===== src/rtl/pdw_pkg.sv =====
// Shared definitions for the PDW snapshot link: receive FSM states, CRC-16-CCITT
// constants and the payload/frame/word sizing functions used by receiver and transmitter.
package pdw_pkg;

   typedef enum logic [1:0] {
      StIdle,
      StShift,
      StCheck
   } pdw_state_e;

   localparam logic [15:0] CRC_POLY = 16'h1021;
   localparam logic [15:0] CRC_INIT = 16'hFFFF;
   localparam int unsigned CRC_BITS = 16;

   function automatic int unsigned pdw_payload_bits(input int unsigned sample_width,
                                                    input int unsigned num_taps,
                                                    input int unsigned abs_time_width);
      return sample_width * num_taps + abs_time_width;
   endfunction

   function automatic int unsigned pdw_frame_bits(input int unsigned payload_bits,
                                                  input bit          crc_en);
      return crc_en ? payload_bits + CRC_BITS : payload_bits;
   endfunction

   function automatic int unsigned pdw_num_words(input int unsigned payload_bits,
                                                 input int unsigned sample_width);
      return payload_bits / sample_width;
   endfunction

endpackage


===== src/rtl/crc16_serial.sv =====
// Bit-serial CRC-16-CCITT, MSB first. A clear in the same cycle as an enable folds the
// incoming bit into the init value, so the first frame bit is never lost.
module crc16_serial
   import pdw_pkg::*;
(
   input  logic        clk,
   input  logic        rst_n,
   input  logic        clr,
   input  logic        en,
   input  logic        din,
   output logic [15:0] crc
);

   logic [15:0] crc_q;
   logic [15:0] base;
   logic [15:0] crc_d;

   always_comb begin
      base  = clr ? CRC_INIT : crc_q;
      crc_d = base;
      if (en) begin
         crc_d = {base[14:0], 1'b0} ^ ((base[15] ^ din) ? CRC_POLY : 16'h0000);
      end
   end

   always_ff @(posedge clk or negedge rst_n) begin
      if (!rst_n) begin
         crc_q <= CRC_INIT;
      end else begin
         crc_q <= crc_d;
      end
   end

   assign crc = crc_q;

endmodule


===== src/rtl/pdw_rx.sv =====
// Serial PDW snapshot receiver: shifts a framed bit stream, length/CRC checks it and drains
// the payload as ready/valid words. Optional trailing CRC-16 check under PDW_RX_CRC_EN.
module pdw_rx
   import pdw_pkg::*;
#(
   parameter int unsigned SAMPLE_WIDTH   = 16,
   parameter int unsigned NUM_TAPS       = 10,
   parameter int unsigned ABS_TIME_WIDTH = 32
) (
   input  logic                    clk,
   input  logic                    rst_n,
   input  logic                    pdw_data,
   input  logic                    pdw_frame,
   output logic [SAMPLE_WIDTH-1:0] word_o,
   output logic                    word_valid_o,
   input  logic                    word_ready_i,
   output logic                    word_last_o,
   output logic                    frame_err_o,
   output logic                    overrun_o,
`ifdef PDW_RX_CRC_EN
   output logic                    crc_err_o,
`endif
   output logic                    busy_o
);

`ifdef PDW_RX_CRC_EN
   localparam bit CrcEn = 1'b1;
`else
   localparam bit CrcEn = 1'b0;
`endif

   localparam int unsigned P   = pdw_payload_bits(SAMPLE_WIDTH, NUM_TAPS, ABS_TIME_WIDTH);
   localparam int unsigned F   = pdw_frame_bits(P, CrcEn);
   localparam int unsigned NW  = pdw_num_words(P, SAMPLE_WIDTH);
   localparam int unsigned CW  = $clog2(F + 2);
   localparam int unsigned NWW = $clog2(NW + 1);

   pdw_state_e     state_q;
   logic [CW-1:0]  cnt_q;
   logic [F-1:0]   sr_q;
   logic [P-1:0]   hold_q;
   logic           full_q;
   logic [NWW-1:0] left_q;
   logic           frame_err_q;
   logic           overrun_q;

   logic xfer;
   logic is_last;
   logic hold_free;
   logic len_ok;
   logic crc_ok;

   assign xfer    = full_q & word_ready_i;
   assign is_last = (left_q == NWW'(1));
   // The last-word transfer frees the register for a copy in the very same cycle.
   assign hold_free = !full_q || (xfer && is_last);
   assign len_ok    = (cnt_q == CW'(F));

`ifdef PDW_RX_CRC_EN
   logic [15:0] crc_calc;
   logic        crc_en;
   logic        crc_err_q;

   // Only the first P bits feed the CRC; the trailing 16 bits are the received checksum.
   assign crc_en = pdw_frame &&
                   ((state_q == StIdle) || ((state_q == StShift) && (cnt_q < CW'(P))));

   crc16_serial u_crc (
      .clk   (clk),
      .rst_n (rst_n),
      .clr   (state_q == StIdle),
      .en    (crc_en),
      .din   (pdw_data),
      .crc   (crc_calc)
   );

   assign crc_ok    = (crc_calc == sr_q[CRC_BITS-1:0]);
   assign crc_err_o = crc_err_q;
`else
   assign crc_ok = 1'b1;
`endif

   always_ff @(posedge clk or negedge rst_n) begin
      if (!rst_n) begin
         state_q     <= StIdle;
         cnt_q       <= '0;
         sr_q        <= '0;
         hold_q      <= '0;
         full_q      <= 1'b0;
         left_q      <= '0;
         frame_err_q <= 1'b0;
         overrun_q   <= 1'b0;
`ifdef PDW_RX_CRC_EN
         crc_err_q   <= 1'b0;
`endif
      end else begin
         frame_err_q <= 1'b0;
         overrun_q   <= 1'b0;
`ifdef PDW_RX_CRC_EN
         crc_err_q   <= 1'b0;
`endif

         if (xfer) begin
            hold_q <= hold_q << SAMPLE_WIDTH;
            left_q <= left_q - NWW'(1);
            if (is_last) begin
               full_q <= 1'b0;
            end
         end

         unique case (state_q)
            StIdle: begin
               if (pdw_frame) begin
                  sr_q    <= {sr_q[F-2:0], pdw_data};
                  cnt_q   <= CW'(1);
                  state_q <= StShift;
               end
            end
            StShift: begin
               if (pdw_frame) begin
                  sr_q <= {sr_q[F-2:0], pdw_data};
                  if (cnt_q <= CW'(F)) begin
                     cnt_q <= cnt_q + CW'(1);
                  end
               end else begin
                  state_q <= StCheck;
               end
            end
            StCheck: begin
               state_q <= StIdle;
               cnt_q   <= '0;
               if (!len_ok) begin
                  frame_err_q <= 1'b1;
               end else if (!crc_ok) begin
`ifdef PDW_RX_CRC_EN
                  crc_err_q <= 1'b1;
`endif
               end else if (hold_free) begin
                  hold_q <= sr_q[F-1 -: P];
                  full_q <= 1'b1;
                  left_q <= NWW'(NW);
               end else begin
                  overrun_q <= 1'b1;
               end
            end
            default: state_q <= StIdle;
         endcase
      end
   end

   assign word_o       = hold_q[P-1 -: SAMPLE_WIDTH];
   assign word_valid_o = full_q;
   assign word_last_o  = full_q & is_last;
   assign frame_err_o  = frame_err_q;
   assign overrun_o    = overrun_q;
   assign busy_o       = (state_q != StIdle) | full_q;

endmodule


===== config.mk =====
export PLATFORM = sky130hd
export DESIGN_NAME = pdw_rx
export DESIGN_NICKNAME = d
export VERILOG_FILES = /design/src/rtl/pdw_pkg.sv /design/src/rtl/crc16_serial.sv /design/src/rtl/pdw_rx.sv
export SDC_FILE = /design/constraint.sdc
export NUM_CORES = 1
export LEC_CHECK = 0
export BUFFER_PORTS_ARGS = -buffer_cell sky130_fd_sc_hd__buf_2
export CAP_MARGIN = 20
export CORE_ASPECT_RATIO = 0.8
export CORE_MARGIN = 4
export CORE_UTILIZATION = 67
export DETAILED_ROUTE_END_ITERATION = 10
export PLACE_DENSITY_LB_ADDON = 0.12
export SLEW_MARGIN = 20
export SYNTH_ARGS = -nofsm -noshare
export SYNTH_HDL_FRONTEND = slang
export SYNTH_SLANG_ARGS = --single-unit

===== constraint.sdc =====
create_clock -name clk -period 4.1 [get_ports clk]
set_input_delay 0 -clock clk [delete_from_list [all_inputs] [get_ports clk]]
set_output_delay 0 -clock clk [all_outputs]
set_load 0.02 [all_outputs]

**Word level (Yosys, flattened, before mapping)**

Cells that the tools add are included.

- Register bits after elaboration: 401
- Input bits: 5
- Output and inout port bits: 21
- Logic and storage cells: 57

- Add/sub/neg operators: 2
- Magnitude comparators: 1
- Equality and inequality tests: 8
- Multiplexer cells: 25
- Bitwise gates (word level): 3
- Reductions and logical operators: 10

Operator list:

| cell | count |
|---|---|
| two-way mux 192 bit | 4 |
| two-way mux 8 bit | 3 |
| one-hot mux 8 bit (3 select lines) | 1 |
| two-way mux 4 bit | 4 |
| two-way mux 1 bit | 10 |
| adder 8 x 1 -> 8 bit (second input constant) | 1 |
| == test 8 bit (second input constant) | 1 |
| <= comparator 8 bit (second input constant) | 1 |
| != test 2 bit (second input constant) | 4 |
| == test 4 x 1 -> 1 bit (second input constant) | 1 |
| two-way mux 2 bit | 2 |
| one-hot mux 2 bit (2 select lines) | 1 |
| AND reduction 2 bit | 2 |
| AND reduction 4 bit | 1 |
| subtractor 4 x 1 -> 4 bit (second input constant) | 1 |
| nonzero test 3 bit | 1 |
| bitwise AND 1 bit | 2 |
| == test 2 x 1 -> 1 bit (second input constant) | 1 |
| == test 2 bit (second input constant) | 1 |
| logical NOT 2 bit | 1 |
| nonzero test 2 bit | 1 |
| OR reduction 2 bit | 1 |
| logical AND 1 bit | 1 |
| logical NOT 1 bit | 1 |
| 2 further kinds | 2 |

**Longest topological paths before layout**

- Depth in word-level cells: 6
- Mapped depth: 10
- Gate-level depth less buffers: 6

**Worst setup path after synthesis**

Ideal clock, no wire load.

- Path type: flip-flop to flip-flop
- Start: register cnt_q[0]
- End: register hold_q[100]
- Setup time: 126 ps
- Data arrival time: 2131 ps
- Required time: 3974 ps
- Setup slack: 1842 ps
- Cell stages (with the launch flop): 11
- Buffers on the path: 4
- Period minus slack after synthesis: 2258 ps
- Path through: dfrtp_1 > inv_1 > ha_1 > or4b_1 > buf_2 > a2111o_1 > buf_2 > buf_6 > buf_2 > nor2_1 > a31oi_1

- Word-level cells in the longest chain between the ends: 3

Ends and longest elaborated chain:

| element | RTL line | source |
|---|---|---|
| from (decl) | pdw_rx.sv:39 | `logic [CW-1:0] cnt_q;` |
| from (signal assigned) | pdw_rx.sv:123 | `cnt_q <= cnt_q + CW'(1);` |
| == test 8 bit | pdw_rx.sv:57 | `assign len_ok = (cnt_q == CW'(F));` |
| two-way mux 192 bit | pdw_rx.sv:132 | `if (!len_ok) begin` |
| two-way mux 192 bit | pdw_rx.sv:111 | `unique case (state_q)` |
| to (signal assigned) | pdw_rx.sv:104 | `hold_q <= hold_q << SAMPLE_WIDTH;` |
| to (signal assigned) | pdw_rx.sv:139 | `hold_q <= sr_q[F-1 -: P];` |
| to (decl) | pdw_rx.sv:41 | `logic [P-1:0] hold_q;` |

Every way passes these cells.
A chain may end at the register's enable or synchronous reset.

**Final worst setup path**

- Start: register cnt_q[0]
- End: register hold_q[3]

Same word-level chain as after synthesis.

==> key figures <==
Power and ir drop
  • Sw Pwr: ~2.5 mW
  • Int Pwr: 6.58 mW
  • Peak supply drop: ~0.00042 V
  • Power Dens Cells: ~500 mW/mm^2
  • Sequential power share: 0.469
  • Clock power share: 0.372
  • Sw Ratio: 0.277
  • Leak: about 9.2 nW
  • Combinational Power Share: 0.159

Route
  • Drt total wl: around 32,000 um
  • Drt wl/cell: 17.3 um
  • Vias: about 11,000
  • Starting DRC count in detailed routing: 923
  • DRC viols: 0
  • Vias per cell: roughly 5.9
  • Detail Route Antenna Nets: 0
  • Pre-Repair DR Iteration Count: 6

Clock network
  • Post-CTS sizing: 0
  • Root buf cell: clkbuf_16
  • Worst-Skew Late Latency: around 0.52 ns
  • CTS Buf Count: 39
  • H-tree levels: 2
  • CTS tree: built
  • Clock buffer depth: 3
  • Post-CTS setup buffers: 0
  • Post-cts hold buffer count: 3
  • CTS sink count: between 400 and 500
  • Worst-path clk slew: 0.06 ns

Synth
  • Top-count cell post-synth: dfrtp_1
  • Post-Synthesis Net Count: 1,578
  • Synth unique cells: 36
  • Post-Synthesis Cells: between 1,500 and 2,000
  • Top FF cell, synth: dfrtp_1
  • Largest family of logic cells by synthesized area: simple AND/OR/NAND/NOR gates
  • Synth Area in Simple Gates: 0.143
  • Mean Syn Cell Area: roughly 11 sq um
  • EDFF count, synth: 0
  • Share of synthesized flip-flops with an asynchronous set or reset: 1.00
  • XOR/XNOR Fraction of Synth Area: 0.00104
  • Compound-Gate Fraction of Synth Area: 0.0774
  • Top-area cell type share of the netlist area: 0.597
  • Synth top area cells: dfrtp_1, mux2_2, nand2_1, a31oi_1, nor2_1
  • Synth Register Bits: approximately 400
  • Mux share of post-synthesis cell area: 0.130
  • Synth area leader: dfrtp_1
  • Number of synthesis warnings: 0
  • Commonest cells in the netlist: dfrtp_1, nand2_1, mux2_2
  • Sequential share of the synthesized area: 0.597
  • Post-Synth Adder-Cell Area: 0.00744
  • Syn Std Cell Area: approximately 0.017 sq mm

Global routing
  • First-pass GRT wire length: about 55,000 um
  • Initial antenna violation count: 0
  • Vias in the first global route: 11,100
  • Grt total ovfl: 0
  • GRT Total Usage: 0.241
  • Largest net degree at the start of global routing: between 100 and 150

Critical path
  • FF-to-FF Start: cnt_q[0]
  • Worst Path Max Fanout: 125
  • R2R setup slack: about 1 ns
  • Critical Path Source: cnt_q[0]
  • Data arrival time of the critical path: between 3 and 4 ns
  • WP data required: 4.49 ns
  • R2R depth: 8
  • Worst flop-to-flop path endpoint: hold_q[3]
  • CP endpoint kind: flop
  • CP Launch Type: flop
  • Worst Setup EP: hold_q[3]
  • Crit Path Category: flop to flop

Place
  • Input/output buffers: 25
  • RePlAce Congestion: slightly above 0.8
  • DP Wirelength: 19,200 um

Finish
  • Sequential cell area: 0.0100 sq mm
  • Area Growth Syn to Fin: 7.94%
  • Layout cells sized above 1: 0.191
  • Area occupied by multi-input gates: slightly above 0.006 sq mm
  • Final nets: 1,541
  • Number of fill cells in the layout: about 1,700
  • Antenna diode count: 0

Floorplanning
  • Die height: about 150 um
  • Die X-Extent: 185 um
  • Die area: 0.0277 sq mm
  • Starting Density: 0.687
  • Core area: 0.0245 sq mm
  • Site row count: 51
  • IO Count: 26

Timing
  • Tcrit/Tclk final: 0.749
  • # setup viols final: 0
  • Fmax achieved: about 0.33 GHz
  • Slew headroom: 0.281
  • Fin. max-slew vios: 0
  • Slew @ Worst Pin: around 1.1 ns
  • Period minus WS final: around 3.1 ns
  • Post-Route Skew: 0.0108 ns
  • RSZ-0062 raised after global routing: false
  • Setup_tns: 0 ns
  • Fin Hold WS: ~0.050 ns
  • Final Hold Fails: 0

Worst hold path
  • Worst Hold Class: primary input to flop

Status
  • Outcome: complete, no violations

Job
  • Max-cap violation count: 0
==> state kept, by name, summed over array words and instances (netlist names) <==
| name | count |
|---|---|
| overrun_o | 1 |
| sr_q | 192 |
| frame_err_o | 1 |
| cnt_q | 8 |
| state_q | 2 |
| word_valid_o | 1 |
| left_q | 4 |
| hold_q | 192 |
==> logic make-up (layout without fill, tap and decap cells) <==
kind of cell,Yosys count,in the layout
AND/OR/NAND/NOR,619,619
flip-flops,401,401
AO/OA/AOI/OAI,203,203
multiplexers,194,194
buffers and inverters,134,121
adder cells (fa/ha/maj),10,10
XOR/XNOR,2,2
==> cell usage in the layout, fill, tap and decap left out, drive strengths merged, types with 2 or more instances in the layout <==
cell         instances
xnor2                2
nand2b               3
clkbuf              59
inv                 10
a21oi                5
and2                 2
nor4                 2
clkinv               5
nand3               19
dlygate4sd3          3
dfrtp              401
o21ai                5
mux2i                2
and3                 4
ha                  10
o21bai               2
buf                 44
a211o                2
mux2               192
nor2               186
a2111oi              2
nand4                2
nand2              395
a31oi              183
==> area by class of cell <==
type,count,share of cell area
multi-input cells,1028,0.334
clock inverters,6,0.00200
clock buffers,59,0.0641
flip-flops and latches,401,0.553
well taps,318,0.0219
repair buffers,47,0.0238
inverters,9,0.00186
==> worst max-delay path, stage by stage, from the launching register on <==
cell,delay (ns)
dfrtp_1,0.43
inv_1,0.12
ha_1,0.15
or4b_1,0.58
a2111o_2,0.75
buf_12,0.34
buf_4,0.31
nand3_1,0.13
nand2_1,0.09
==> metrics by stage <==
stage          setup WS (ns)  instances  utilization  total power, mW  instance area, sq um
6_report                1.03       1868        0.741             9.10                 18200
5_1_grt                0.819       1868        0.741             9.47                 18200
4_1_cts                 1.03       1868        0.741             9.17                 18200
3_5_place_dp            1.04       1800        0.691             5.79                 16900
3_3_place_gp            1.14       1800        0.691             5.74                 16900
2_1_floorplan           1.84       1563            -             5.34                 16800
==> routing by layer <==
layer / up-vias / GRT usage / part of all wire
met5: - / 0 / 0
met4: 0 / 0.0594 / 0.018
met3: 51 / 0.0289 / 0.029
met2: 155 / 0.385 / 0.48
met1: 5658 / 0.362 / 0.47
li1: 5211 / - / -
==> power by group through the flow <==
stage | combinational, mW | clock [mW] | sequential, mW
final | 1.45 | 3.39 | 4.27
after global routing | 1.58 | 3.61 | 4.28
after CTS | 1.46 | 3.44 | 4.26
after detailed placement | 1.45 | 0 | 4.34
after global placement | 1.41 | 0 | 4.32
after floorplan | 1.05 | 0 | 4.29
==> worst min path at each step <==
stage	cells after the start	end	startpoint	slack (ns)
final	4	word_valid_o	word_ready_i	0.05
after global routing	4	word_valid_o	word_ready_i	0.08
after CTS	4	word_valid_o	word_ready_i	0.03
after detailed placement	1	hold_q[185]	rst_n	0.15
after global placement	1	sr_q[183]	rst_n	0.15
after floorplan	0	cnt_q[0]	rst_n	-0.30
No activity file was read; power rests on OpenSTA's default activity.
